`src/rtl/x4xx_done_aggregator.sv`:
```
// N-channel completion aggregator: latches sticky per-channel done/fail flags over a run,
// applies an optional watchdog and reports a single pass / fail / timeout verdict.
module x4xx_done_aggregator #(
  parameter  int NUM_CH    = 6,
  parameter  int TIMEOUT_W = 32,
  localparam int IDX_W     = (NUM_CH > 1) ? $clog2(NUM_CH) : 1
) (
  input  logic                 clk,
  input  logic                 rst,
  input  logic                 start_i,
  input  logic [NUM_CH-1:0]    ch_enable_i,
  input  logic [TIMEOUT_W-1:0] timeout_cycles_i,
  input  logic [NUM_CH-1:0]    done_in_i,
  input  logic [NUM_CH-1:0]    fail_in_i,
  output logic                 busy_o,
  output logic                 all_done_o,
  output logic                 pass_o,
  output logic                 timed_out_o,
  output logic [NUM_CH-1:0]    done_mask_o,
  output logic [NUM_CH-1:0]    fail_mask_o,
  output logic                 first_fail_valid_o,
  output logic [IDX_W-1:0]     first_fail_idx_o,
  output logic [TIMEOUT_W-1:0] elapsed_o
);

  typedef enum logic [1:0] {S_IDLE, S_RUN, S_DONE} state_t;

  state_t                 state_q, state_d;
  logic [NUM_CH-1:0]      en_q, en_d;
  logic [TIMEOUT_W-1:0]   timeout_q, timeout_d;
  logic [NUM_CH-1:0]      done_mask_q, done_mask_d;
  logic [NUM_CH-1:0]      fail_mask_q, fail_mask_d;
  logic                   ff_valid_q, ff_valid_d;
  logic [IDX_W-1:0]       ff_idx_q, ff_idx_d;
  logic [TIMEOUT_W-1:0]   elapsed_q, elapsed_d;
  logic                   pass_q, pass_d;
  logic                   timed_out_q, timed_out_d;

  logic [NUM_CH-1:0]      fail_now;
  logic [NUM_CH-1:0]      done_new;
  logic [NUM_CH-1:0]      fail_new;
  logic [IDX_W-1:0]       low_idx;
  logic [TIMEOUT_W-1:0]   elapsed_inc;
  logic                   complete;
  logic                   timeout_hit;

  always_comb begin
    // NOTE: every signal driven here gets a default first, so no path can leave one unassigned and infer a latch.
    state_d     = state_q;
    en_d        = en_q;
    timeout_d   = timeout_q;
    done_mask_d = done_mask_q;
    fail_mask_d = fail_mask_q;
    ff_valid_d  = ff_valid_q;
    ff_idx_d    = ff_idx_q;
    elapsed_d   = elapsed_q;
    pass_d      = pass_q;
    timed_out_d = timed_out_q;

    fail_now    = fail_in_i & en_q;
    done_new    = done_mask_q | (done_in_i & en_q);
    fail_new    = fail_mask_q | fail_now;
    elapsed_inc = (&elapsed_q) ? elapsed_q : elapsed_q + TIMEOUT_W'(1);

    // Scan downwards so the lowest set bit is the one left standing.
    low_idx = '0;
    for (int i = NUM_CH - 1; i >= 0; i--) begin
      if (fail_now[i]) low_idx = IDX_W'(i);
    end

    // Completion takes priority over a watchdog expiry in the same cycle.
    complete    = ((done_new & en_q) == en_q);
    timeout_hit = (timeout_q != '0) && (elapsed_q == timeout_q - TIMEOUT_W'(1)) && !complete;

    unique case (state_q)
      S_IDLE, S_DONE: begin
        if (start_i) begin
          state_d     = S_RUN;
          en_d        = ch_enable_i;
          timeout_d   = timeout_cycles_i;
          done_mask_d = '0;
          fail_mask_d = '0;
          ff_valid_d  = 1'b0;
          ff_idx_d    = '0;
          elapsed_d   = '0;
          pass_d      = 1'b0;
          timed_out_d = 1'b0;
        end
      end
      S_RUN: begin
        done_mask_d = done_new;
        fail_mask_d = fail_new;
        elapsed_d   = elapsed_inc;
        if (!ff_valid_q && (fail_now != '0)) begin
          ff_valid_d = 1'b1;
          ff_idx_d   = low_idx;
        end
        if (complete) begin
          state_d = S_DONE;
          pass_d  = (fail_new == '0);
        end else if (timeout_hit) begin
          state_d     = S_DONE;
          timed_out_d = 1'b1;
          pass_d      = 1'b0;
        end
      end
      default: state_d = S_IDLE;
    endcase
  end

  // NOTE: state registers use non-blocking assignments so every flop samples pre-edge values.
  always_ff @(posedge clk or posedge rst) begin
    if (rst) begin
      state_q     <= S_IDLE;
      en_q        <= '0;
      timeout_q   <= '0;
      done_mask_q <= '0;
      fail_mask_q <= '0;
      ff_valid_q  <= 1'b0;
      ff_idx_q    <= '0;
      elapsed_q   <= '0;
      pass_q      <= 1'b0;
      timed_out_q <= 1'b0;
    end else begin
      state_q     <= state_d;
      en_q        <= en_d;
      timeout_q   <= timeout_d;
      done_mask_q <= done_mask_d;
      fail_mask_q <= fail_mask_d;
      ff_valid_q  <= ff_valid_d;
      ff_idx_q    <= ff_idx_d;
      elapsed_q   <= elapsed_d;
      pass_q      <= pass_d;
      timed_out_q <= timed_out_d;
    end
  end

  assign busy_o             = (state_q == S_RUN);
  assign all_done_o         = (state_q == S_DONE);
  assign pass_o             = pass_q;
  assign timed_out_o        = timed_out_q;
  assign done_mask_o        = done_mask_q;
  assign fail_mask_o        = fail_mask_q;
  assign first_fail_valid_o = ff_valid_q;
  assign first_fail_idx_o   = ff_idx_q;
  assign elapsed_o          = elapsed_q;

endmodule

```
`config.mk`:
```
export PLATFORM = sky130hd
export DESIGN_NAME = x4xx_done_aggregator
export DESIGN_NICKNAME = d
export VERILOG_FILES = /design/src/rtl/x4xx_done_aggregator.sv
export SDC_FILE = /design/constraint.sdc
export NUM_CORES = 1
export LEC_CHECK = 0
export ABC_AREA = 1
export BUFFER_PORTS_ARGS = -buffer_cell sky130_fd_sc_hd__buf_2
export CAP_MARGIN = 20
export CORE_ASPECT_RATIO = 1.25
export CORE_MARGIN = 2
export CORE_UTILIZATION = 57
export CTS_CLUSTER_SIZE = 20
export DETAILED_ROUTE_END_ITERATION = 7
export GPL_TIMING_DRIVEN = 0
export PLACE_DENSITY = 0.87
export SYNTH_ARGS = -nofsm -noshare
export SYNTH_HDL_FRONTEND = slang
export SYNTH_SLANG_ARGS = --single-unit
export TNS_END_PERCENT = 5
```
`constraint.sdc`:
```
create_clock -name clk -period 3.4 [get_ports clk]
set_input_delay 0.68 -clock clk [delete_from_list [all_inputs] [get_ports clk]]
set_output_delay 0.68 -clock clk [all_outputs]
set_load 0.01 [all_outputs]
```
## Word-level counts from Yosys, hierarchy flattened

Cells that the tools add are included.

| storage, ports and cells | value |
|---|---|
| output and inout port bits | 52 |
| bits in writable memories | 0 |
| latch bits | 0 |
| bits in registers | 90 |
| logic and storage cells | 74 |
| memories | 0 |
| input port bits | 53 |
| memory bits (read-only) | 0 |

| operators by class | value |
|---|---|
| muxes and demuxes | 28 |
| shift-type cells | 0 |
| reduce and logical (&&, ||, !) cells | 19 |
| add/subtract/negate cells | 2 |
| bitwise operators | 5 |
| $lt $le $gt $ge | 0 |
| $mul | 0 |
| equality and inequality tests | 10 |
| divide/modulo/power cells | 0 |

Operators by type and width:

| operator | count |
|---|---|
| $mux 32 | 2 |
| $pmux 32 s2 | 1 |
| $add 32x1->32 const B | 1 |
| $eq 32x32->1 | 1 |
| $reduce_and 32->1 | 1 |
| $reduce_bool 32->1 | 1 |
| $sub 32x1->32 const B | 1 |
| $mux 3 | 8 |
| $pmux 6 s2 | 2 |
| $and 6x6->6 | 3 |
| $or 6x6->6 | 2 |
| $reduce_and 3->1 | 3 |
| $eq 6x6->1 | 1 |
| $logic_not 6->1 | 1 |
| $mux 1 | 6 |
| $mux 2 | 3 |
| $mux 6 | 1 |
| $ne 2x2->1 const B | 3 |
| $pmux 1 s2 | 3 |
| $pmux 3 s2 | 1 |
| $reduce_and 2->1 | 3 |
| $reduce_bool 6->1 | 1 |
| $ne 2x1->1 const B | 2 |
| $pmux 2 s2 | 1 |
| 9 further kinds | 12 |

## Logic depth before layout (Yosys ltp)

Gate-level depths: netlist of run 1.

| depth | value |
|---|---|
| depth in word-level cells | 9 |
| mapped depth | 19 |
| gate-level depth less buffers | 19 |

## Worst setup path after synthesis of run 1

No wires, ideal clock.

| path | value |
|---|---|
| path type | reg-to-reg |
| from | register timeout_q[0] |
| to | register pass_q (netlist: pass_o) |
| stages on the path, launching flop included | 18 |
| setup slack | 1410 ps |
| required time | 3283 ps |
| arrival time | 1873 ps |
| period minus slack after synthesis | 1990 ps |
| setup time | 117 ps |
| buffers on the path | 0 |
| cell sequence | dfrtp_1 > inv_1 > ha_1 > nand2_1 > nor2_2 > nand2_1 > nor2_2 > nor2_1 > nor2_1 > nand2_1 > nor2_1 > nand3_1 > nor2_2 > nand3_2 > nand2_2 > nand2_1 > nand2_1 > nand2_1 |

| on the way | value |
|---|---|
| word-level cells in the longest chain between the ends | 6 |
| elaborated cells on any way between the ends | 7 |
| those cells by class | add/sub (1); eq/ne (2); reduce/logical (4) |

Ends and longest elaborated chain:

| element | RTL line | RTL |
|---|---|---|
| start, declared | 30 | `logic [TIMEOUT_W-1:0] timeout_q, timeout_d;` |
| start signal, assigned | 127 | `timeout_q <= timeout_d;` |
| $sub 32x1->32 | 73 | `timeout_hit = (timeout_q != '0) && (elapsed_q == timeout_q - TIMEOUT_W'(1)) && !complete;` |
| $eq 32x32->1 | 73 |  |
| $logic_and 1x1->1 (*) (2 in series) | 73 |  |
| $ne 3x1->1 (no line) (*) | -- |  |
| $reduce_and 3->1 (no line) (*) | -- |  |
| end signal, assigned | 133 | `pass_q <= pass_d;` |
| end, declared | 36 | `logic pass_q, pass_d;` |

Mark *: on every way between the ends. The rest lies on a longest branch, timed or not.
A chain may end at the register's enable or synchronous reset.

## Worst setup path after layout of run 1

Ends and elaborated chain as after synthesis.

==> qor.yml, run 1 <==
outcome:
  status: "completed"
setup_path:
  critPathMaxStageDelay_ps: 390
  required_ps: 3640
  timing.rr.start: "timeout_q[0]"
  path_common_cell: "nand2_1"
  crit_family: "simple AND/OR/NAND/NOR gates"
  critPathSlowestCell: "dfrtp_1"
  cp-start-kind: "register"
  reg2reg_depth: 17
  cp_cell_sequence: "inv_1, ha_1, nand2_1, nor2_2, nand2_1, nor2_2, nor2_1, nor2_1, nand2_1, nor2_1, nand3_1, nor2_2, nand3_2, nand2_2, nand2_1, nand2_1, nand2_1"
  path_class: "reg2reg"
  crit_arrival_ps: 2730
  worstReg2RegEnd: "pass_o"
  endpoint_kind: "register"
  ff2ff_setup_slack_ps: 900
  crit_fanout: 4
  crit_buf_inv: 1
global_route:
  track_usage: 0.333
  grt_max_degree: 58
  antenna_found_initial: 0
  grt_pass1_wl_um: 27800
  grt_pass1_vias: 5806
  gr-total-overflow: 0
route:
  vias: 6013
  firstDrtPassIters: 5
  vias_per_cell: 5.52
  totalWireLength_um: 17700
  detail-route-antenna-nets: 0
  wl_per_cell_um: 16.3
  drcViolationCount: 0
  drt_iter0_drc: 332
yosys:
  syn-cell-area_um2: 5820
  synth_area_per_cell_um2: 6.93
  ys_top_cells_by_area: "dfrtp_1 39%, nand2_1 18%, nor2_1 6.8%"
  synth_cell_types: 42
  syn_nets: 896
  ys_seq_elements: 90
  synth_top_area_share: 0.387
  ys_seq_area_frac: 0.387
  yosys.area.top_type: "dfrtp_1"
  synth-warning-count: 0
  syn_inst: 840
layout:
  postLayoutCoreUtil: 0.685
  final_cell_mix: "283 x nand2_1, 108 x buf_2, 106 x nor2_1"
  multi_input_area_um2: 3140
  ff_latch_area_um2: 2250
  nets: 1012
  n_antenna_cell: 0
  synthToLayoutAreaGrowth_pct: 17.7
  final_layout_size_suffix_gt1_frac: 0.177
  finalNonFillerCells: 1089
  fillers: 893
  final_common_cell: "nand2_1"
sta:
  slew_headroom: 0.546
  fin_skew_ps: 9.66
  fin_hold_ws_ps: 345
  fmax_mhz: 400
  setup_viol: 0
  worst_pin_slew_ps: 681
  tns_ps: 0
  report.final.slew_viol_count: 0
  min_period_ps: 2500
  rsz0062_at_grt: "false"
  min_period_over_period: 0.735
  finalHoldViolCount: 0
clock_network:
  clkTransAtPathRegs_ps: 70
  numClockSinks: 90
  clockBufferDepth: 2
  cts_tree: "done"
  cts_buffers: 9
  cts_htree_levels: 3
  clock_latency_ps: 350
  ctsHoldBuffers: 0
  cts_resized: 0
  root_buffer: "clkbuf_16"
  cts_setup_buffers: 0
pwr:
  p_sw_frac: 0.456
  p_leak_nw: 3.44
  seq_power_share: 0.340
  irDropWorstVdd_v: 0.000480
  power_frac_clock: 0.206
  p_switching_mw: 2.41
  internal-power_mw: 2.88
  power_density_nw_per_um2: 772
  total_power_mw: 5.29
  pwr-share-comb: 0.454
placement:
  port_buffers: 104
  dp_cells: 1074
  hpwl_um: 13600
  gp_congestion: 1.02
floorplan:
  die_w_um: 94.4
  ios: 105
  row_count: 41
  start_util: 0.582
  core_um2: 10000
  die_height_um: 117
  die-area_um2: 11000
worst_hold_path:
  hp-class: "in2async"
run:
  maxCapViolCount: 0
-- worst register-to-register path: stages (launching register included) --
cell,delay [ps]
dfrtp_1,390
inv_1,150
ha_1,260
nand2_1,130
nor2_2,190
nand2_1,120
nor2_2,110
nor2_1,50
nor2_1,100
nand2_1,60
nor2_1,120
nand3_1,110
nor2_2,150
nand3_2,160
nand2_2,130
nand2_1,60
nand2_1,70
nand2_1,50
-- layer usage --
| layer | GRT usage | part of all wire |
|---|---|---|
| met3 | 0.0397 | 0.068 |
| met1 | 0.382 | 0.38 |
| met2 | 0.610 | 0.51 |
| met5 | 0 | 0 |
| met4 | 0.170 | 0.040 |
-- metrics by stage --
step                setup WS (ps)  instance area [µm²]
finish                        902                 6860
global placement             -663                 6510
CTS                           924                 6860
global route                  684                 6860
floorplan                     385                 5820
detailed placement            964                 6540
-- worst max path at each step --
stage | from | endpoint | slack [ps] | cells past startpoint
2_1_floorplan | rst | done_mask_o[0] | 380 | 1
3_3_place_gp | rst | timeout_q[26] | -660 | 2
3_5_place_dp | timeout_q[0] | pass_o | 960 | 17
4_1_cts | timeout_q[0] | pass_o | 920 | 17
5_1_grt | timeout_q[0] | pass_o | 680 | 17
6_report | timeout_q[0] | pass_o | 900 | 17
-- power groups by stage --
stage / Clock [mW] / Combinational (mW) / Sequential (mW)
floorplan: 0 / 1.73 / 1.73
finish: 1.09 / 2.40 / 1.80
CTS: 1.09 / 2.39 / 1.79
global route: 1.12 / 2.72 / 1.84
detailed placement: 0 / 2.38 / 1.80
global placement: 0 / 2.32 / 1.79
-- logic make-up (layout without fill, tap and decap cells) --
| kind of cell | after synthesis | in the layout | share of synthesized area |
|---|---|---|---|
| xor gates and xnor gates | 33 | 33 | 0.0496 |
| AOI/OAI and AO/OA | 90 | 90 | 0.0889 |
| adders and majority gates | 3 | 3 | 0.00645 |
| buffers and inverters | 107 | 227 | 0.0739 |
| and+or+nand+nor | 517 | 517 | 0.394 |
| DFF | 90 | 90 | 0.387 |
-- synth_stat cells, drive strengths merged --
library cell	number
o21ba	1
nand2	289
a32o	1
buf	9
o21ai	36
nor3b	3
nand4	18
o21a	3
clkinv	1
a31oi	6
or4	1
nor3	25
xnor2	16
nor2	126
o22ai	7
clkbuf	13
xor2	17
o21bai	2
nand3b	9
nand3	44
a31o	1
a21oi	26
ha	3
inv	84
dfrtp	90
nor4	2
o31ai	7
-- cell type report --
type / count / share of cell area
clock buffer: 11 / 0.0354
timing repair buffer: 105 / 0.0799
multi-input combinational: 643 / 0.458
inverter: 85 / 0.0469
sequential: 90 / 0.329
tap: 129 / 0.0235
buffer: 22 / 0.0162
clock inverter: 4 / 0.0111
-- flip-flops by register name, indices dropped and copies added, names as in the netlist --
| name | cells |
|---|---|
| fail_mask_o | 6 |
| timed_out_o | 1 |
| pass_o | 1 |
| timeout_q | 32 |
| state_q | 2 |
| done_mask_o | 6 |
| first_fail_valid_o | 1 |
| first_fail_idx_o | 3 |
| en_q | 6 |
| elapsed_o | 32 |
Note: power is estimated with default switching activity, not from simulation.
==> run 2, diff against run 1 <==
Clock period 3.4 ns to 2.4 ns, I/O delays scaled along.
==> qor.yml, run 2 (synthesis results as in run 1) <==
outcome:
  status: "completed"
layout:
  multi_input_area_um2: 3190
  ff_latch_area_um2: 2250
  n_antenna_cell: 0
  synthToLayoutAreaGrowth_pct: 19.2
  final_layout_size_suffix_gt1_frac: 0.198
  final_area_um2: 6940
  postLayoutCoreUtil: 0.694
  nets: 1019
  final_common_cell: "nand2_1"
  fillers: 853
  final_cell_mix: "278 x nand2_1, 108 x buf_2, 103 x nor2_1"
global_route:
  grt_pass1_wl_um: 28400
  track_usage: 0.341
  antenna_found_initial: 0
  gr-total-overflow: 0
  grt_pass1_vias: 5969
  grt_max_degree: 43
clock_network:
  clockBufferDepth: 2
  ctsHoldBuffers: 0
  cts_tree: "done"
  clock_latency_ps: 340
  clkTransAtPathRegs_ps: 70
  numClockSinks: 90
  root_buffer: "clkbuf_16"
  cts_htree_levels: 3
  cts_buffers: 9
sta:
  finalHoldViolCount: 0
  timing.final.ws_setup_ps: 59.1
  worst_pin_slew_ps: 724
  fmax_mhz: 427
  fin_hold_ws_ps: 152
  report.final.slew_viol_count: 0
  slew_headroom: 0.517
  rsz0062_at_grt: "true"
  min_period_over_period: 0.975
  fin_skew_ps: 5.83
  min_period_ps: 2340
  setup_viol: 0
placement:
  place_area_um2: 6550
  pre_cts_ws_ps: -67.1
  gp_congestion: 0.992
  hpwl_um: 13800
  port_buffers: 104
setup_path:
  crit_fanout: 4
  endpoint_kind: "register"
  required_ps: 2640
  cp-start-kind: "register"
  path_class: "reg2reg"
  critPathMaxStageDelay_ps: 380
  path_common_cell: "nand2_1"
  critPathSlowestCell: "dfrtp_1"
  cp_cell_sequence: "inv_2, ha_4, nand2_2, nor2_4, nand2_2, nor2_2, nor2_1, nor2_1, nand2_1, nor2_2, nand3_1, nor2_2, nand3_2, nand2_2, nand2_1, nand2_1, nand2_1"
  crit_arrival_ps: 2580
route:
  detail-route-antenna-nets: 0
  firstDrtPassIters: 5
  vias: 6133
  totalWireLength_um: 18000
  drcViolationCount: 0
  drt_iter0_drc: 405
  vias_per_cell: 5.60
  wl_per_cell_um: 16.4
floorplan:
  row_count: 41
  start_util: 0.582
  die_height_um: 117
  die-area_um2: 11000
  die_w_um: 94.4
  core_um2: 10000
  ios: 105
run:
  maxCapViolCount: 0
pwr:
  power_density_nw_per_um2: 1090
  p_leak_nw: 3.47
  irDropWorstVdd_v: 0.000576
  total_power_mw: 7.57
worst_hold_path:
  hp-class: "in2async"
-- run 2: changes by cell type in the layout (fill, tap and decap cells not counted), sizes merged --
cell / delta
buf: +7
bufinv: -1
clkinvlp: +1
-- run 2: area by class of cell --
class                      count  share of cell area
sequential                    90               0.325
multi-input combinational    643               0.460
clock buffer                  11              0.0350
buffer                        22              0.0160
timing repair buffer         112              0.0872
tap                          129              0.0232
clock inverter                 4             0.00739
inverter                      85              0.0465
-- run 2: routing by layer --
metal | track usage | share of wire | vias to the layer above | wire, µm
li1 | - | - | 2937 | -
met1 | 0.388 | 0.37 | 2838 | 6730
met2 | 0.601 | 0.51 | 276 | 9120
met3 | 0.0467 | 0.065 | 82 | 1170
met4 | 0.216 | 0.055 | 0 | 993
met5 | 0 | 0 | - | 0
-- run 2: worst paths after layout --
path                                 from       endpoint  slack (ps)  depth (start not counted)
max in group asynchronous             rst  timeout_q[27]        1690                          3
min                                   rst   elapsed_o[7]         150                          2
max                          timeout_q[1]         pass_o          60                         17
min in group clk           ch_enable_i[3]        en_q[3]         330                          3
max reg2reg                  timeout_q[1]         pass_o          60                         17
min reg2reg                        pass_o         pass_o         530                          2
-- run 2: through the flow --
step	cells	setup TNS, ps
global placement	1073	0
global route	1096	-211
detailed placement	1075	-97.7
floorplan	840	0
CTS	1090	0
finish	1096	0
-- run 2: power breakdown --
group | total (mW) | switching, mW | internal [mW]
Sequential | 2.56 | 0.579 | 1.98
Combinational | 3.57 | 2.33 | 1.24
Clock | 1.45 | 0.614 | 0.833
Total | 7.57 | 3.52 | 4.05
-- run 2: what timing repair did --
| item | CTS | global route |
|---|---|---|
| gates resized for setup | 4 | 14 |
| pin swaps | 0 | 15 |
| endpoints found under the setup margin | 4 | 6 |
| buffers inserted | 0 | 6 |
-- run 2: critical path: cells and delay by family, from the launching register on --
kind                     cells  cell delay (ps)
adder cells (fa/ha/maj)      1              180
flip-flops                   1              380
buffers and inverters        1              120
AND/OR/NAND/NOR             15             1540
